==> config.mk <==
export PLATFORM = sky130hd
export DESIGN_NAME = gps_ca_multi_gen
export DESIGN_NICKNAME = d
export VERILOG_FILES = /design/src/rtl/gps_gen_pkg.sv /design/src/rtl/gps_ca_chan.sv /design/src/rtl/gps_ca_multi_gen.sv
export SDC_FILE = /design/constraint.sdc
export NUM_CORES = 1
export LEC_CHECK = 0
export ABC_AREA = 1
export BUFFER_PORTS_ARGS = -buffer_cell sky130_fd_sc_hd__clkbuf_2
export CAP_MARGIN = 20
export CORE_MARGIN = 3
export CORE_UTILIZATION = 63
export DETAILED_ROUTE_END_ITERATION = 12
export PLACE_DENSITY = 0.8
export SYNTH_ARGS = -nofsm -noshare
export SYNTH_HDL_FRONTEND = slang
export SYNTH_SLANG_ARGS = --single-unit
==> constraint.sdc <==
create_clock -name clk_in -period 17 [get_ports clk_in]
set_input_delay 0.85 -clock clk_in [delete_from_list [all_inputs] [get_ports clk_in]]
set_output_delay 0.85 -clock clk_in [all_outputs]
set_load 0.02 [all_outputs]
==> src/rtl/gps_gen_pkg.sv <==
// gps_gen_pkg: shared constants, PRN tap table, LFSR step and channel state type for the C/A generator.
package gps_gen_pkg;
  localparam int CHIP_LEN = 1023;
  localparam logic [9:0] G1_TAPS = 10'h204;
  localparam logic [9:0] G2_TAPS = 10'h3a6;
  typedef enum logic [1:0] {ST_IDLE, ST_SEEK, ST_RUN} chan_st_e;
  typedef struct packed {
    logic [3:0] s1;
    logic [3:0] s2;
  } taps_t;
  // Bit k holds stage k+1; the feedback enters stage 1 and stage 10 is the output.
  function automatic logic [9:0] lfsr_step(input logic [9:0] g, input logic [9:0] taps);
    return {g[8:0], ^(g & taps)};
  endfunction
  // G2 phase-selector taps per PRN, zero-based stage indices.
  function automatic taps_t prn_taps(input logic [4:0] sel);
    logic [7:0] t;
    case (sel)
      5'd0:  t = 8'h15;
      5'd1:  t = 8'h26;
      5'd2:  t = 8'h37;
      5'd3:  t = 8'h48;
      5'd4:  t = 8'h08;
      5'd5:  t = 8'h19;
      5'd6:  t = 8'h07;
      5'd7:  t = 8'h18;
      5'd8:  t = 8'h29;
      5'd9:  t = 8'h12;
      5'd10: t = 8'h23;
      5'd11: t = 8'h45;
      5'd12: t = 8'h56;
      5'd13: t = 8'h67;
      5'd14: t = 8'h78;
      5'd15: t = 8'h89;
      5'd16: t = 8'h03;
      5'd17: t = 8'h14;
      5'd18: t = 8'h25;
      5'd19: t = 8'h36;
      5'd20: t = 8'h47;
      5'd21: t = 8'h58;
      5'd22: t = 8'h02;
      5'd23: t = 8'h35;
      5'd24: t = 8'h46;
      5'd25: t = 8'h57;
      5'd26: t = 8'h68;
      5'd27: t = 8'h79;
      5'd28: t = 8'h05;
      5'd29: t = 8'h16;
      5'd30: t = 8'h27;
      default: t = 8'h38;
    endcase
    return taps_t'(t);
  endfunction
endpackage

==> src/rtl/gps_ca_chan.sv <==
// gps_ca_chan: one C/A channel; seeks to a captured code phase at clock rate, then steps on chip strobes.
module gps_ca_chan
  import gps_gen_pkg::*;
#(
  parameter int PHASE_W  = 16,
  parameter int SAT_W    = 5,
  parameter int CHIP_LEN = gps_gen_pkg::CHIP_LEN
) (
  input  logic               clk_in,
  input  logic               rst_in,
  input  logic               ena_in,
  input  logic               start_in,
  input  logic               en_in,
  input  logic [SAT_W-1:0]   sat_sel_in,
  input  logic [PHASE_W-1:0] phase_in,
  output logic               gc_out,
  output logic               epoch_out,
  output logic               done_out,
  output logic               seek_out
);
  localparam logic [9:0] LAST = 10'(CHIP_LEN - 1);
  chan_st_e st_q, st_d;
  logic [9:0] g1_q, g1_d, g2_q, g2_d, idx_q, idx_d;
  logic [PHASE_W-1:0] cnt_q, cnt_d, phase_q, phase_d;
  taps_t taps_q, taps_d;
  logic epoch_q, epoch_d, adv;
  always_comb begin
    st_d = st_q;
    g1_d = g1_q;
    g2_d = g2_q;
    idx_d = idx_q;
    cnt_d = cnt_q;
    phase_d = phase_q;
    taps_d = taps_q;
    epoch_d = 1'b0;
    adv = 1'b0;
    if (!en_in) begin
      st_d = ST_IDLE;
      g1_d = '1;
      g2_d = '1;
      idx_d = '0;
      cnt_d = '0;
      phase_d = '0;
      taps_d = '0;
    end else if (start_in) begin
      st_d = (phase_in != '0) ? ST_SEEK : ST_RUN;
      g1_d = '1;
      g2_d = '1;
      idx_d = '0;
      cnt_d = '0;
      phase_d = phase_in;
      taps_d = prn_taps(sat_sel_in);
    end else begin
      adv = (st_q == ST_SEEK) || (st_q == ST_RUN && ena_in);
      if (adv) begin
        g1_d = lfsr_step(g1_q, G1_TAPS);
        g2_d = lfsr_step(g2_q, G2_TAPS);
        idx_d = (idx_q == LAST) ? 10'd0 : idx_q + 10'd1;
        epoch_d = (idx_q == LAST);
      end
      // The seek ends on the advance that completes `phase` steps.
      if (st_q == ST_SEEK) begin
        cnt_d = cnt_q + 1'b1;
        st_d = (cnt_q == phase_q - 1'b1) ? ST_RUN : ST_SEEK;
      end
    end
  end
  always_ff @(posedge clk_in or posedge rst_in) begin
    if (rst_in) begin
      st_q <= ST_IDLE;
      g1_q <= '1;
      g2_q <= '1;
      idx_q <= '0;
      cnt_q <= '0;
      phase_q <= '0;
      taps_q <= '0;
      epoch_q <= 1'b0;
    end else begin
      st_q <= st_d;
      g1_q <= g1_d;
      g2_q <= g2_d;
      idx_q <= idx_d;
      cnt_q <= cnt_d;
      phase_q <= phase_d;
      taps_q <= taps_d;
      epoch_q <= epoch_d;
    end
  end
  assign gc_out = (st_q != ST_IDLE) & (g1_q[9] ^ g2_q[taps_q.s1] ^ g2_q[taps_q.s2]);
  assign epoch_out = epoch_q;
  assign done_out = (st_q == ST_RUN);
  assign seek_out = (st_q == ST_SEEK);
endmodule

==> src/rtl/gps_ca_multi_gen.sv <==
// gps_ca_multi_gen: N independent C/A Gold-code channels with registered all-done / busy summaries.
module gps_ca_multi_gen
  import gps_gen_pkg::*;
#(
  parameter int N_CH     = 4,
  parameter int PHASE_W  = 16,
  parameter int SAT_W    = 5,
  parameter int CHIP_LEN = gps_gen_pkg::CHIP_LEN
) (
  input  logic                    clk_in,
  input  logic                    rst_in,
  input  logic                    ena_in,
  input  logic                    start_in,
  input  logic [N_CH-1:0]         chan_en_in,
  input  logic [N_CH*SAT_W-1:0]   sat_sel_in,
  input  logic [N_CH*PHASE_W-1:0] ca_phase_in,
  output logic [N_CH-1:0]         gc_out,
  output logic [N_CH-1:0]         epoch_out,
  output logic [N_CH-1:0]         phase_done_out,
  output logic                    all_done_out,
  output logic                    busy_out
);
  logic [N_CH-1:0] seek_w;
  logic all_done_q, all_done_d, busy_q, busy_d;
  for (genvar i = 0; i < N_CH; i++) begin : g_ch
    gps_ca_chan #(.PHASE_W(PHASE_W), .SAT_W(SAT_W), .CHIP_LEN(CHIP_LEN)) u_chan (
      .clk_in    (clk_in),
      .rst_in    (rst_in),
      .ena_in    (ena_in),
      .start_in  (start_in),
      .en_in     (chan_en_in[i]),
      .sat_sel_in(sat_sel_in[i*SAT_W +: SAT_W]),
      .phase_in  (ca_phase_in[i*PHASE_W +: PHASE_W]),
      .gc_out    (gc_out[i]),
      .epoch_out (epoch_out[i]),
      .done_out  (phase_done_out[i]),
      .seek_out  (seek_w[i])
    );
  end
  always_comb begin
    all_done_d = (|chan_en_in) && (&(phase_done_out | ~chan_en_in));
    busy_d = |seek_w;
  end
  always_ff @(posedge clk_in or posedge rst_in) begin
    if (rst_in) begin
      all_done_q <= 1'b0;
      busy_q <= 1'b0;
    end else begin
      all_done_q <= all_done_d;
      busy_q <= busy_d;
    end
  end
  assign all_done_out = all_done_q;
  assign busy_out = busy_q;
endmodule
After elaboration in Yosys (flattened, before gate mapping)
Memory sizes are Yosys's and may differ from the RTL's.
Cells that the tools add are included.
{"block": "word_totals", "romBits": 1024, "input_bits": 92, "elab_cells": 248, "out_inout_bits": 14, "register_bits": 294, "ram_bits": 0, "mem_count": 4, "latchBits": 0}
{"name": "(no name shown)", "words": 32, "width": 8, "read_ports": 1, "rd_clocked_by_memory_dff": 0, "wr": 0, "line_no": "gps_gen_pkg.sv:18", "text": "case (sel)"}
{"name": "(no name shown)", "words": 32, "width": 8, "read_ports": 1, "rd_clocked_by_memory_dff": 0, "wr": 0, "line_no": "gps_gen_pkg.sv:18"}
{"name": "(no name shown)", "words": 32, "width": 8, "read_ports": 1, "rd_clocked_by_memory_dff": 0, "wr": 0, "line_no": "gps_gen_pkg.sv:18"}
{"name": "(no name shown)", "words": 32, "width": 8, "read_ports": 1, "rd_clocked_by_memory_dff": 0, "wr": 0, "line_no": "gps_gen_pkg.sv:18"}
{"block": "op_classes", "order_cmp": 8, "mux": 116, "n_mul": 0, "bitwise": 14, "n_eq_ne": 28, "n_shift": 0, "n_div": 0, "n_reduce_logical": 28, "add_sub_neg": 12}
{"operator": "$mux 10", "n": 40}
{"operator": "$mux 16", "n": 20}
{"operator": "$reduce_xor 10->1", "n": 8}
{"operator": "$add 16x1->16 const B", "n": 4}
{"operator": "$eq 16x16->1", "n": 4}
{"operator": "$mux 8", "n": 8}
{"operator": "$reduce_bool 16->1", "n": 4}
{"operator": "$sub 16x1->16 const B", "n": 4}
{"operator": "$add 10x1->10 const B", "n": 4}
{"operator": "$eq 10x10->1 const B", "n": 4}
{"operator": "$lt 4x5->1 const B", "n": 8}
{"operator": "$mux 2", "n": 20}
{"operator": "$bmux 1 s4", "n": 8}
{"operator": "$ne 3x2->1 const B", "n": 8}
{"operator": "$mux 1", "n": 20}
{"operator": "$eq 2x1->1 const B", "n": 4}
{"operator": "$eq 2x2->1 const B", "n": 4}
{"operator": "$ne 2x2->1 const B", "n": 4}
{"operator": "$reduce_bool 2->1", "n": 4}
{"operator": "$reduce_or 4->1", "n": 2}
{"operator": "$xor 1x1->1", "n": 8}
{"operator": "$logic_and 1x1->1", "n": 5}
{"operator": "$and 1x1->1", "n": 4}
{"operator": "$logic_or 1x1->1", "n": 4}
{"operator": "3 further kinds", "n": 3}

Depth between registers and ports, before layout
{"block": "depth", "word_depth": 6, "mapped_depth": 16, "mapped_depth_nobuf": 16}

Modules after synthesis
Synthesis repeated with hierarchy kept, for this count alone.
{"block": "hier_totals", "cells_unflattened": 2465, "hier_area_um2": 18411.4}
{"mod": "gps_ca_chan at g_ch[2].u_chan ...", "n_inst": 2, "seq_area_each_um2": 1851.8, "area_per_inst_um2": 4623.2, "cells_per_inst": 618}
{"mod": "gps_ca_chan at g_ch[0].u_chan ...", "n_inst": 2, "seq_area_each_um2": 1851.8, "area_per_inst_um2": 4524.3, "cells_per_inst": 605}
{"mod": "gps_ca_multi_gen", "n_inst": 1, "seq_area_each_um2": 50.0, "area_per_inst_um2": 116.4, "cells_per_inst": 19}

Least setup slack after synthesis
OpenSTA, ideal clock, no wires.
{"block": "synth_timing", "path_kind": "register -> output", "startpoint": "register g_ch[2].u_chan.taps_q[4] (netlist bit)", "endpoint": "output port gc_out[2]", "required_ns": 16.150, "arrival_ns": 1.458, "path_buffers": 2, "stages_incl_launch_ff": 13, "setup_slack_ns": 14.692, "cell_sequence": "dfrtp_1 > clkbuf_1 > inv_1 > a21oi_1 > o21ai_0 > nand3_1 > nand3_1 > nand2_1 > xor2_1 > nand2_1 > nand2_1 > nor2_1 > buf_4"}
{"block": "synth_via", "elab_chain_cells": 5}
{"element": "start, declared", "line_no": "gps_ca_chan.sv:25", "text": "taps_t taps_q, taps_d;"}
{"element": "start signal, assigned", "line_no": "gps_ca_chan.sv:85", "text": "taps_q <= taps_d;"}
{"element": "$bmux 1 s4", "line_no": "gps_ca_chan.sv:89", "text": "assign gc_out = (st_q != ST_IDLE) & (g1_q[9] ^ g2_q[taps_q.s1] ^ g2_q[taps_q.s2]);"}
{"element": "$mux 1 (not written as such)", "line_no": "gps_ca_chan.sv:89"}
{"element": "$xor 1x1->1 (2 in series)", "line_no": "gps_ca_chan.sv:89"}
{"element": "$and 1x1->1", "line_no": "gps_ca_chan.sv:89"}
{"element": "end, declared", "line_no": "gps_ca_multi_gen.sv:17", "text": "output logic [N_CH-1:0] gc_out,"}
Every way passes these cells. The select of a mux whose other input is x is not followed.

Worst setup path in the final report
{"block": "layout_timing", "startpoint": "register g_ch[1].u_chan.g2_q[5]", "endpoint": "output port gc_out[1]"}
{"block": "layout_via", "elab_chain_cells": 5, "word_cells_on_any_way": 7, "classes_between": "mux (4); bitwise (3)"}
{"element": "start, declared", "line_no": "gps_ca_chan.sv:23", "text": "logic [9:0] g1_q, g1_d, g2_q, g2_d, idx_q, idx_d;"}
{"element": "start signal, assigned", "line_no": "gps_ca_chan.sv:81", "text": "g2_q <= g2_d;"}
{"element": "$bmux 1 s4", "line_no": "gps_ca_chan.sv:89"}
{"element": "$mux 1 (not written as such)", "line_no": "gps_ca_chan.sv:89"}
{"element": "$xor 1x1->1", "line_no": "gps_ca_chan.sv:89"}
{"element": "$xor 1x1->1 (*)", "line_no": "gps_ca_chan.sv:89"}
{"element": "$and 1x1->1 (*)", "line_no": "gps_ca_chan.sv:89"}
Every way passes the cells marked *; elsewhere a longest branch is shown, timed or not. The select of a mux whose other input is x is not followed.

==> impl_results.md <==
- Status: finished clean
- Clk root buf: clkbuf_16
- Area leader, netlist: dfrtp_1
- Clock power frac: 0.431
- Synth top area share: 0.301
- CTS Buf Count: 34
- Final ANT Viol Nets: 0
- GRT overflow: 0
- Global-route wire length before repair: 72.4 mm
- VDD IR max: 0.0728 mV
- Buffers plus inverters on the worst setup path: 2
- Slowest CP cell: dfstp_2
- Critical Path AT: approximately 2.3 ns
- Gp weighted congestion: 0.919
- Die area: a little over 30000 um^2
- Chip width: 174 um
- Die Height: 174 um
- # nets final: around 2600
- Ports: 106
- Number of flops mapped to enable cells by yosys: 0
- Dpl ws: 13.67 ns
- Post-route insts no fill: 2853
- Flop pwr share: 0.436
- CP endpoint kind: output pin
- CP max FO: 4
- Critical-path cell list: inv_1, a21oi_1, o21ai_0, nand3_1, nand3_1, nand2_1, nand2_1, nand3_1, o21ai_0, nor2_1, clkbuf_2
- Filler instances: approximately 2200
- WP data required: ~16 ns
- Largest net degree at the start of global routing: 150
- Clock Path Buffers: 3
- Fin. max-slew vios: 0
- Via density: ~5.7
- Dpl hpwl: between 30 and 40 mm
- Core Util, Final: 0.719
- Reg clk slew, reported paths: roughly 0.06 ns
- Placed cell count: 2787
- Clock Skew: 0.0122 ns
- Sw Share: 0.273
- Synth Register Bits: 294
- Fin crit share: 0.184
- Top post-synthesis cells by area: dfrtp_1 30%, dfstp_2 12%, nand2_1 10%
- CTS resizes: 0
- RSZ-0062 raised after global routing: false
- Setup TNS: 0 ns
- Syn Nets: 2507
- Combinational Power Share: 0.133
- Vias in the first global route: 15500
- Lkg Pwr: 9.69 nW
- FFs w/ async S/R, synth: 1.00
- Syn. warnings: 0
- Area of the multi-input gates: 8560 um^2
- Slew @ Worst Pin: 0.966 ns
- Hold WC Path Type: in -> async
- Pwr dens: 86.1 nW/um^2
- Yosys cell types: slightly above 50
- Detailed Route WL: ~43 mm
- Hold-fix buffers, CTS: 0
- I/O Buffers: 105
- H-Tree Depth: 2
- Starting density of the core: 0.650
- Hold Vio Cnt, Final: 0
- Post-CTS Setup Inserts: 0
- Final min period: 3.13 ns
- Sw Pwr: 462 uW
- Iter 0 DRT Violations: 1285
- Seq/Total Area, Yosys: 0.420
- Kind of critical path: reg -> out
- Design Power: 1.69 mW
- Power Internal: ~1.2 mW
- Startpoint types: flop
- CTS tree: yes
- Crit-path most repeated cell: nand3_1
- Fin worst setup slack: between 10 and 15 ns
- CP max stage delay: 0.53 ns
- Core ar.: 27300 um^2
- Sequential cell area: 7460 um^2
- Syn avg cell area: 7.48 um^2
- DRC Markers: 0
- Max-cap viol count: 0
- Cells after Synth: 2375
- GRT Util Overall: 0.281
- Layout cells sized above 1: 0.114
- Top Family by Delay on Critical Path: simple AND/OR/NAND/NOR gates
- Row Count: 60
- Final setup fails: 0
- Synthesis-to-layout area growth: 10.5%
- Slew headroom: 0.356
- Clock sink count: around 300
- Avg WL per Cell: about 15 um
- DR vias: 16300
- Drt first pass iters: 6
- Clock insertion delay at the later pin of the skew report: slightly above 0.5 ns
- Top_reg_cell synth: dfrtp_1
- Highest clock rate: 0.319 GHz
- Mapped Area: 17800 um^2
- Antenna violations before repair: 6
metrics by stage:
step | hold slack (ns) | area, um^2
global placement | 0.465 | 18500
detailed placement | 0.468 | 18500
global route | 0.244 | 19600
floorplan | 0.447 | 17800
CTS | 0.478 | 19600
finish | 0.249 | 19600
synth_stat cells, types with 40 or more instances:
library cell and n:
nand2_1 497, nor3_1 60, dfrtp_1 214, a22oi_1 68, inv_1 366, a21oi_1 128
nor2_1 222, ha_1 40, xor2_1 63, dfstp_2 80, nand3_1 138, o21ai_0 183
final cells by class:
type                            count  share of cell area
Clock buffer                       51              0.0524
Multi-Input combinational cell   1633               0.436
Sequential cell                   294               0.380
Clock inverter                     11             0.00471
Inverter                          375              0.0720
Antenna cell                        3            0.000382
Tap cell                          372              0.0237
Timing Repair Buffer              114              0.0312
state kept, by name (all words and copies together), names as in the netlist, 4 cells and up:
register	count
g_ch.u_chan.idx_q	40
g_ch.u_chan.cnt_q	64
g_ch.u_chan.epoch_out	4
g_ch.u_chan.taps_q	32
g_ch.u_chan.g1_q	40
g_ch.u_chan.g2_q	40
g_ch.u_chan.phase_q	64
g_ch.u_chan.st_q	8
power by group through the flow:
stage,clock network [mW],logic (mW),registers [mW]
3_5_place_dp,0,0.220,0.748
6_report,0.729,0.224,0.738
5_1_grt,0.772,0.256,0.739
3_3_place_gp,0,0.215,0.748
4_1_cts,0.741,0.222,0.737
2_1_floorplan,0,0.166,0.744
logic make-up after synthesis:
group / share of synthesized area
and+or+nand+nor: 0.242
AOI/OAI and AO/OA: 0.164
buffers and inverters: 0.0986
DFF: 0.420
xor gates and xnor gates: 0.0473
adders and majority gates: 0.0282
muxes: 0.000563
worst paths after layout:
kind	from	to	slack, ns	depth (start not counted)
max in group asynchronous	rst_in	g_ch[2].u_chan.taps_q[0]	14.95	4
min in group clk_in	g_ch[0].u_chan.g1_q[0]	g_ch[0].u_chan.g1_q[0]	0.48	2
worst min-delay path	rst_in	g_ch[3].u_chan.idx_q[1]	0.25	2
worst max-delay path	g_ch[1].u_chan.g2_q[5]	gc_out[1]	13.87	11
worst max register to register	g_ch[1].u_chan.st_q[1]	g_ch[1].u_chan.idx_q[4]	14.53	7
worst min register to register	g_ch[0].u_chan.g1_q[0]	g_ch[0].u_chan.g1_q[0]	0.48	2
per-layer routing:
layer | vias up | track usage | routed length (um)
met5 | - | 0 | 41
met4 | 6 | 0.0918 | 1180
met3 | 105 | 0.0419 | 2370
met2 | 516 | 0.469 | 20500
met1 | 7710 | 0.380 | 19200
li1 | 7950 | - | -
cell usage in the layout, fill, tap and decap left out, types with 9 or more instances in the layout:
master and n:
xnor2_1 33, dfrtp_1 214, dfstp_2 80, a22o_1 12
nor3_1 60, nand3b_1 11, clkbuf_16 37, nor2_1 222
nor4_1 15, ha_1 40, o22ai_1 31, clkbuf_2 105
xor2_1 63, o211ai_1 15, clkbuf_1 9, o21ai_0 183
o32ai_1 13, a22oi_1 68, a21oi_1 128, nand3_1 138
nand4_1 30, inv_1 365, nand2_1 497
Power figures use the tool's default switching activity.
